<file path="config.mk">
export PLATFORM = sky130hd
export DESIGN_NAME = multi_alarm_clock
export DESIGN_NICKNAME = d
export VERILOG_FILES = /design/src/rtl/multi_alarm_clock.sv
export SDC_FILE = /design/constraint.sdc
export NUM_CORES = 1
export LEC_CHECK = 0
export CAP_MARGIN = 20
export CORE_MARGIN = 4
export CORE_UTILIZATION = 50
export DETAILED_ROUTE_END_ITERATION = 8
export PLACE_DENSITY = 0.74
export SLEW_MARGIN = 10
export SYNTH_ARGS = -nofsm -noshare
export SYNTH_HDL_FRONTEND = slang
export SYNTH_SLANG_ARGS = --single-unit
</file>
<file path="constraint.sdc">
create_clock -name clk -period 4.3 [get_ports clk]
set_clock_uncertainty 0.1 [all_clocks]
set_input_delay 1.29 -clock clk [delete_from_list [all_inputs] [get_ports clk]]
set_output_delay 1.29 -clock clk [all_outputs]
set_load 0.05 [all_outputs]
</file>
<file path="src/rtl/multi_alarm_clock.sv">
// MM:SS clock with NUM_ALARMS independent alarms, driven by UART commands.
// Time/alarm loads are staged and commit atomically on carriage return.
module multi_alarm_clock #(
    parameter int NUM_ALARMS = 4,
    parameter int IDX_W      = 2
) (
    input  logic                  clk,
    input  logic                  rst,
    input  logic                  oneSecStrb,
    input  logic                  bu_rx_data_rdy,
    input  logic [7:0]            bu_rx_data,
    output logic [15:0]           di_time,
    input  logic [IDX_W-1:0]      alarm_sel,
    output logic [15:0]           alarm_sel_value,
    output logic [NUM_ALARMS-1:0] alarm_armed,
    output logic [NUM_ALARMS-1:0] alarm_trig,
    output logic                  any_trig,
    output logic                  cmd_busy,
    output logic                  cmd_err
);

    typedef enum logic [3:0] {
        IDLE, T_MT, T_MO, T_ST, T_SO, T_CR,
        A_IDX, A_MT, A_MO, A_ST, A_SO, A_CR, ARM_IDX
    } state_t;

    localparam logic [7:0] IDX_LIM = 8'(48 + NUM_ALARMS);

    state_t      state_q, state_d;
    logic [15:0] stage_q, stage_d;
    logic [3:0]  idx_q, idx_d;
    logic [3:0]  tgt_idx;
    logic        ld_time, ld_alarm, arm_cmd, err_d, ok;
    logic        is_tens, is_ones, is_idx, is_cr;
    logic [15:0] alarm_q [NUM_ALARMS];
    logic [7:0]  rx;

    // BCD MM:SS increment with 59:59 -> 00:00 wrap
    function automatic logic [15:0] bcd_inc(input logic [15:0] v);
        logic [15:0] t;
        t = v;
        if (t[3:0] != 4'd9) begin
            t[3:0] = t[3:0] + 4'd1;
        end else begin
            t[3:0] = 4'd0;
            if (t[7:4] != 4'd5) begin
                t[7:4] = t[7:4] + 4'd1;
            end else begin
                t[7:4] = 4'd0;
                if (t[11:8] != 4'd9) begin
                    t[11:8] = t[11:8] + 4'd1;
                end else begin
                    t[11:8]  = 4'd0;
                    t[15:12] = (t[15:12] == 4'd5) ? 4'd0 : t[15:12] + 4'd1;
                end
            end
        end
        return t;
    endfunction

    assign rx       = bu_rx_data;
    assign is_tens  = (rx >= 8'h30) && (rx <= 8'h35);
    assign is_ones  = (rx >= 8'h30) && (rx <= 8'h39);
    assign is_idx   = (rx >= 8'h30) && (rx < IDX_LIM);
    assign is_cr    = (rx == 8'h0D);
    assign any_trig = |alarm_trig;
    assign cmd_busy = (state_q != IDLE);

    // Parser next state; a rejected character undoes every staged effect
    always_comb begin
        state_d  = state_q;
        stage_d  = stage_q;
        idx_d    = idx_q;
        tgt_idx  = idx_q;
        ld_time  = 1'b0;
        ld_alarm = 1'b0;
        arm_cmd  = 1'b0;
        err_d    = 1'b0;
        ok       = 1'b1;
        if (bu_rx_data_rdy) begin
            case (state_q)
                IDLE: begin
                    if (rx == 8'h6C)      state_d = T_MT;
                    else if (rx == 8'h61) state_d = A_IDX;
                    else if (rx == 8'h40) state_d = ARM_IDX;
                end
                T_MT: begin
                    ok = is_tens; stage_d[15:12] = rx[3:0]; state_d = T_MO;
                end
                T_MO: begin
                    ok = is_ones; stage_d[11:8] = rx[3:0]; state_d = T_ST;
                end
                T_ST: begin
                    ok = is_tens; stage_d[7:4] = rx[3:0]; state_d = T_SO;
                end
                T_SO: begin
                    ok = is_ones; stage_d[3:0] = rx[3:0]; state_d = T_CR;
                end
                T_CR: begin
                    ok = is_cr; ld_time = 1'b1; state_d = IDLE;
                end
                A_IDX: begin
                    ok = is_idx; idx_d = rx[3:0]; state_d = A_MT;
                end
                A_MT: begin
                    ok = is_tens; stage_d[15:12] = rx[3:0]; state_d = A_MO;
                end
                A_MO: begin
                    ok = is_ones; stage_d[11:8] = rx[3:0]; state_d = A_ST;
                end
                A_ST: begin
                    ok = is_tens; stage_d[7:4] = rx[3:0]; state_d = A_SO;
                end
                A_SO: begin
                    ok = is_ones; stage_d[3:0] = rx[3:0]; state_d = A_CR;
                end
                A_CR: begin
                    ok = is_cr; ld_alarm = 1'b1; state_d = IDLE;
                end
                ARM_IDX: begin
                    ok = is_idx; tgt_idx = rx[3:0]; arm_cmd = 1'b1;
                    state_d = IDLE;
                end
                default: state_d = IDLE;
            endcase
            if (!ok) begin
                state_d  = IDLE;
                stage_d  = stage_q;
                idx_d    = idx_q;
                ld_time  = 1'b0;
                ld_alarm = 1'b0;
                arm_cmd  = 1'b0;
                err_d    = 1'b1;
            end
        end
    end

    // Parser state, staging registers and error pulse
    always_ff @(posedge clk or posedge rst) begin
        if (rst) begin
            state_q <= IDLE;
            stage_q <= '0;
            idx_q   <= '0;
            cmd_err <= 1'b0;
        end else begin
            state_q <= state_d;
            stage_q <= stage_d;
            idx_q   <= idx_d;
            cmd_err <= err_d;
        end
    end

    // Running time; a committed load beats a coincident second strobe
    always_ff @(posedge clk or posedge rst) begin
        if (rst)             di_time <= '0;
        else if (ld_time)    di_time <= stage_q;
        else if (oneSecStrb) di_time <= bcd_inc(di_time);
    end

    // Alarm value registers
    always_ff @(posedge clk or posedge rst) begin
        if (rst) begin
            for (int k = 0; k < NUM_ALARMS; k++) alarm_q[k] <= '0;
        end else begin
            for (int k = 0; k < NUM_ALARMS; k++)
                if (ld_alarm && tgt_idx == 4'(k)) alarm_q[k] <= stage_q;
        end
    end

    // Arm/trigger flags; an '@k' command takes priority over a match
    always_ff @(posedge clk or posedge rst) begin
        if (rst) begin
            alarm_armed <= '0;
            alarm_trig  <= '0;
        end else begin
            for (int k = 0; k < NUM_ALARMS; k++) begin
                if (arm_cmd && tgt_idx == 4'(k)) begin
                    if (alarm_trig[k]) begin
                        alarm_trig[k]  <= 1'b0;
                        alarm_armed[k] <= 1'b0;
                    end else begin
                        alarm_armed[k] <= ~alarm_armed[k];
                    end
                end else if (alarm_armed[k] && !alarm_trig[k] &&
                             di_time == alarm_q[k]) begin
                    alarm_trig[k] <= 1'b1;
                end
            end
        end
    end

    // Readback mux; unpopulated indices read as zero
    always_comb begin
        alarm_sel_value = '0;
        for (int k = 0; k < NUM_ALARMS; k++)
            if (32'(alarm_sel) == k) alarm_sel_value = alarm_q[k];
    end

endmodule
</file>
==> qor.txt <==
Boundary Pins: 57
Lkg Pwr: 3.39 nW
EDFF count, synth: 0
final WL: 15.9 mm
initial antenna violation count: 0
Place WS: 0.169 ns
Worst-path clk slew: 0.05 ns
Mean Syn Cell Area: 12.0 sq um
first-pass GRT wire length: 25.5 mm
CTS H-tree depth: 4
total negative setup slack: 0 ns
Residual DRC: 0
share of cells above drive strength 1: 29.3%
Num CTS Buffers: 17
Final min period: 4.12 ns
Fin. Hold Viols: 0
ys flop type: dfrtp_1
final setup fails: 0
syn_nets: 550
# rows: 41
ys async rst share: 100%
area leader, netlist: dfrtp_1
Nets: 599
Syn Inst Count: 536
Worst setup EP type: output port
IO Port Bufs: 56
post-synth top area share: 44.1%
total of max-cap violations: 0
Final WS setup: 0.177 ns
final core utilization: 61.7%
library cells used by synthesis: 62
CTS sink count: 113
drt first-iter violations: 319
clk_lat worst skew: 0.42 ns
area grow syn2layout: 20.9%
worst path required time: 2.91 ns
Tcrit/Tclk final: 95.9%
clk root buf: clkbuf_16
Seq/Total Area, Yosys: 44.1%
Inserted Diodes: 0
Worst VDD drop: 0.000375 V
Mapped Area: 6410 sq um
RSZ-0062 raised after global routing: false
placed wire-length estimate: 11.2 mm
Post-CTS Setup Bufs: 0
Min-Delay Path Class: flip-flop to flip-flop
PwrDens: 579 nW/um^2
drt pass-1 iters: 5
post-CTS resize count: 0
Relative slew margins: 47.7%
vias in the first global route: 4561
largest cells by area after synthesis: dfrtp_1 44%, xnor2_1 9.6%, mux2_2 9.3%
Max Slew Vio Count: 0
WL/cell: 20.7 um
Crit Path Category: input port to output port
most common cell after layout, fill and taps aside: dfrtp_1
Antenna Nets Post-Route: 0
f_max: 243 MHz
#FFs+latches synth: 113
hold-fix buffer count after cts: 0
Via Count: 4485
gpl congestion: 0.884
Die ar.: 14700 sq um
nature of the critical path startpoint: input port
Syn. warnings: 0
CP arrival: 2.73 ns
routed vias/inst: 5.82
GRT Total Usage: 23.1%
GRT overflow: 0
pin count of the biggest net entering global routing: 41
Overall Power: 4.49 mW
Core Area: 12600 sq um
Clock Tree Buf Depth: 2
Chip Height: 121 um
CP Max Fanout: 16
Initial Utilization: 51.0%
status: finished, final reports clean
commonest non-fill, non-tap cells in the layout: 113 x dfrtp_1, 70 x xnor2_1, 53 x mux2_2, 40 x clkdlybuf4s50_1, 30 x mux2_4
worst slew pin tran: 0.778 ns
Die X: 121 um
CTS tree: built
## stage by stage
step / cells / cell area, sq um / hold WS (ns)
global placement: 738 / 7090 / 0.419
detailed placement: 738 / 7090 / 0.426
floorplan: 536 / 6420 / 0.397
finish: 770 / 7750 / 0.438
CTS: 770 / 7750 / 0.442
global route: 770 / 7750 / 0.459
## state kept, by name, summed over array words and instances, names as in the netlist
signal       cells
alarm_q         64
state_q          4
alarm_trig       4
di_time         16
alarm_armed      4
stage_q         16
cmd_err          1
idx_q            4
## worst max-delay path, stage by stage
cell	delay, ns
clkdlybuf4s50_1	0.50
buf_12	0.19
mux4_2	0.53
buf_4	0.21
## per-layer routing
metal	GRT usage, %	part of all wire (%)	vias up
li1	-	-	2041
met1	29.4	42	2281
met2	38.4	51	134
met3	5.59	5.0	29
met4	8.61	2.4	0
met5	0	0	-
## worst paths after layout
path | slack [ns] | endpoint | start | cells after the start
max | 0.18 | alarm_sel_value[8] | alarm_sel[0] | 4
max reg2reg | 1.51 | alarm_q[54] | state_q[3] | 6
max in group asynchronous | 2.20 | di_time[2] | rst | 3
min | 0.44 | idx_q[2] | idx_q[2] | 1
min reg2reg | 0.44 | idx_q[2] | idx_q[2] | 1
min in group asynchronous | 1.16 | cmd_err | rst | 2
## layout make-up
class	instances	area, sq um
sequential	113	2830
fill	966	4810
inverter	13	52.6
multi-input combinational	368	3290
timing repair buffer	72	703
clock buffer	22	484
tap	172	215
clock inverter	10	179
## cell usage after synthesis, types with 4 or more instances
library cell	number
a21oi_1	23
a31oi_1	6
and2_1	6
buf_2	7
buf_6	5
clkbuf_1	24
dfrtp_1	113
inv_1	13
mux2_2	53
mux2_4	30
mux4_2	16
nand2_1	19
nand3_1	11
nand3b_1	4
nand4_1	17
nor2_1	23
nor2b_1	5
nor4_1	7
o21a_1	7
o21ai_0	7
or3_1	4
xnor2_1	70
xor2_1	4
## cell families (layout without fill, tap and decap cells)
kind of cell    Yosys count  after routing  synth area share [%]
simple gates            124            124                  11.4
buf+inv                  55            117                  4.56
mux                     102            102                  22.5
compound gates           68             68                  7.37
flops                   113            113                  44.1
xor+xnor                 74             74                  10.1
## power by group
| group | switching [mW] | internal, mW |
|---|---|---|
| registers | 0.390 | 1.21 |
| clock network | 0.484 | 1.09 |
| logic | 0.736 | 0.585 |
Power figures use the tool's default switching activity.
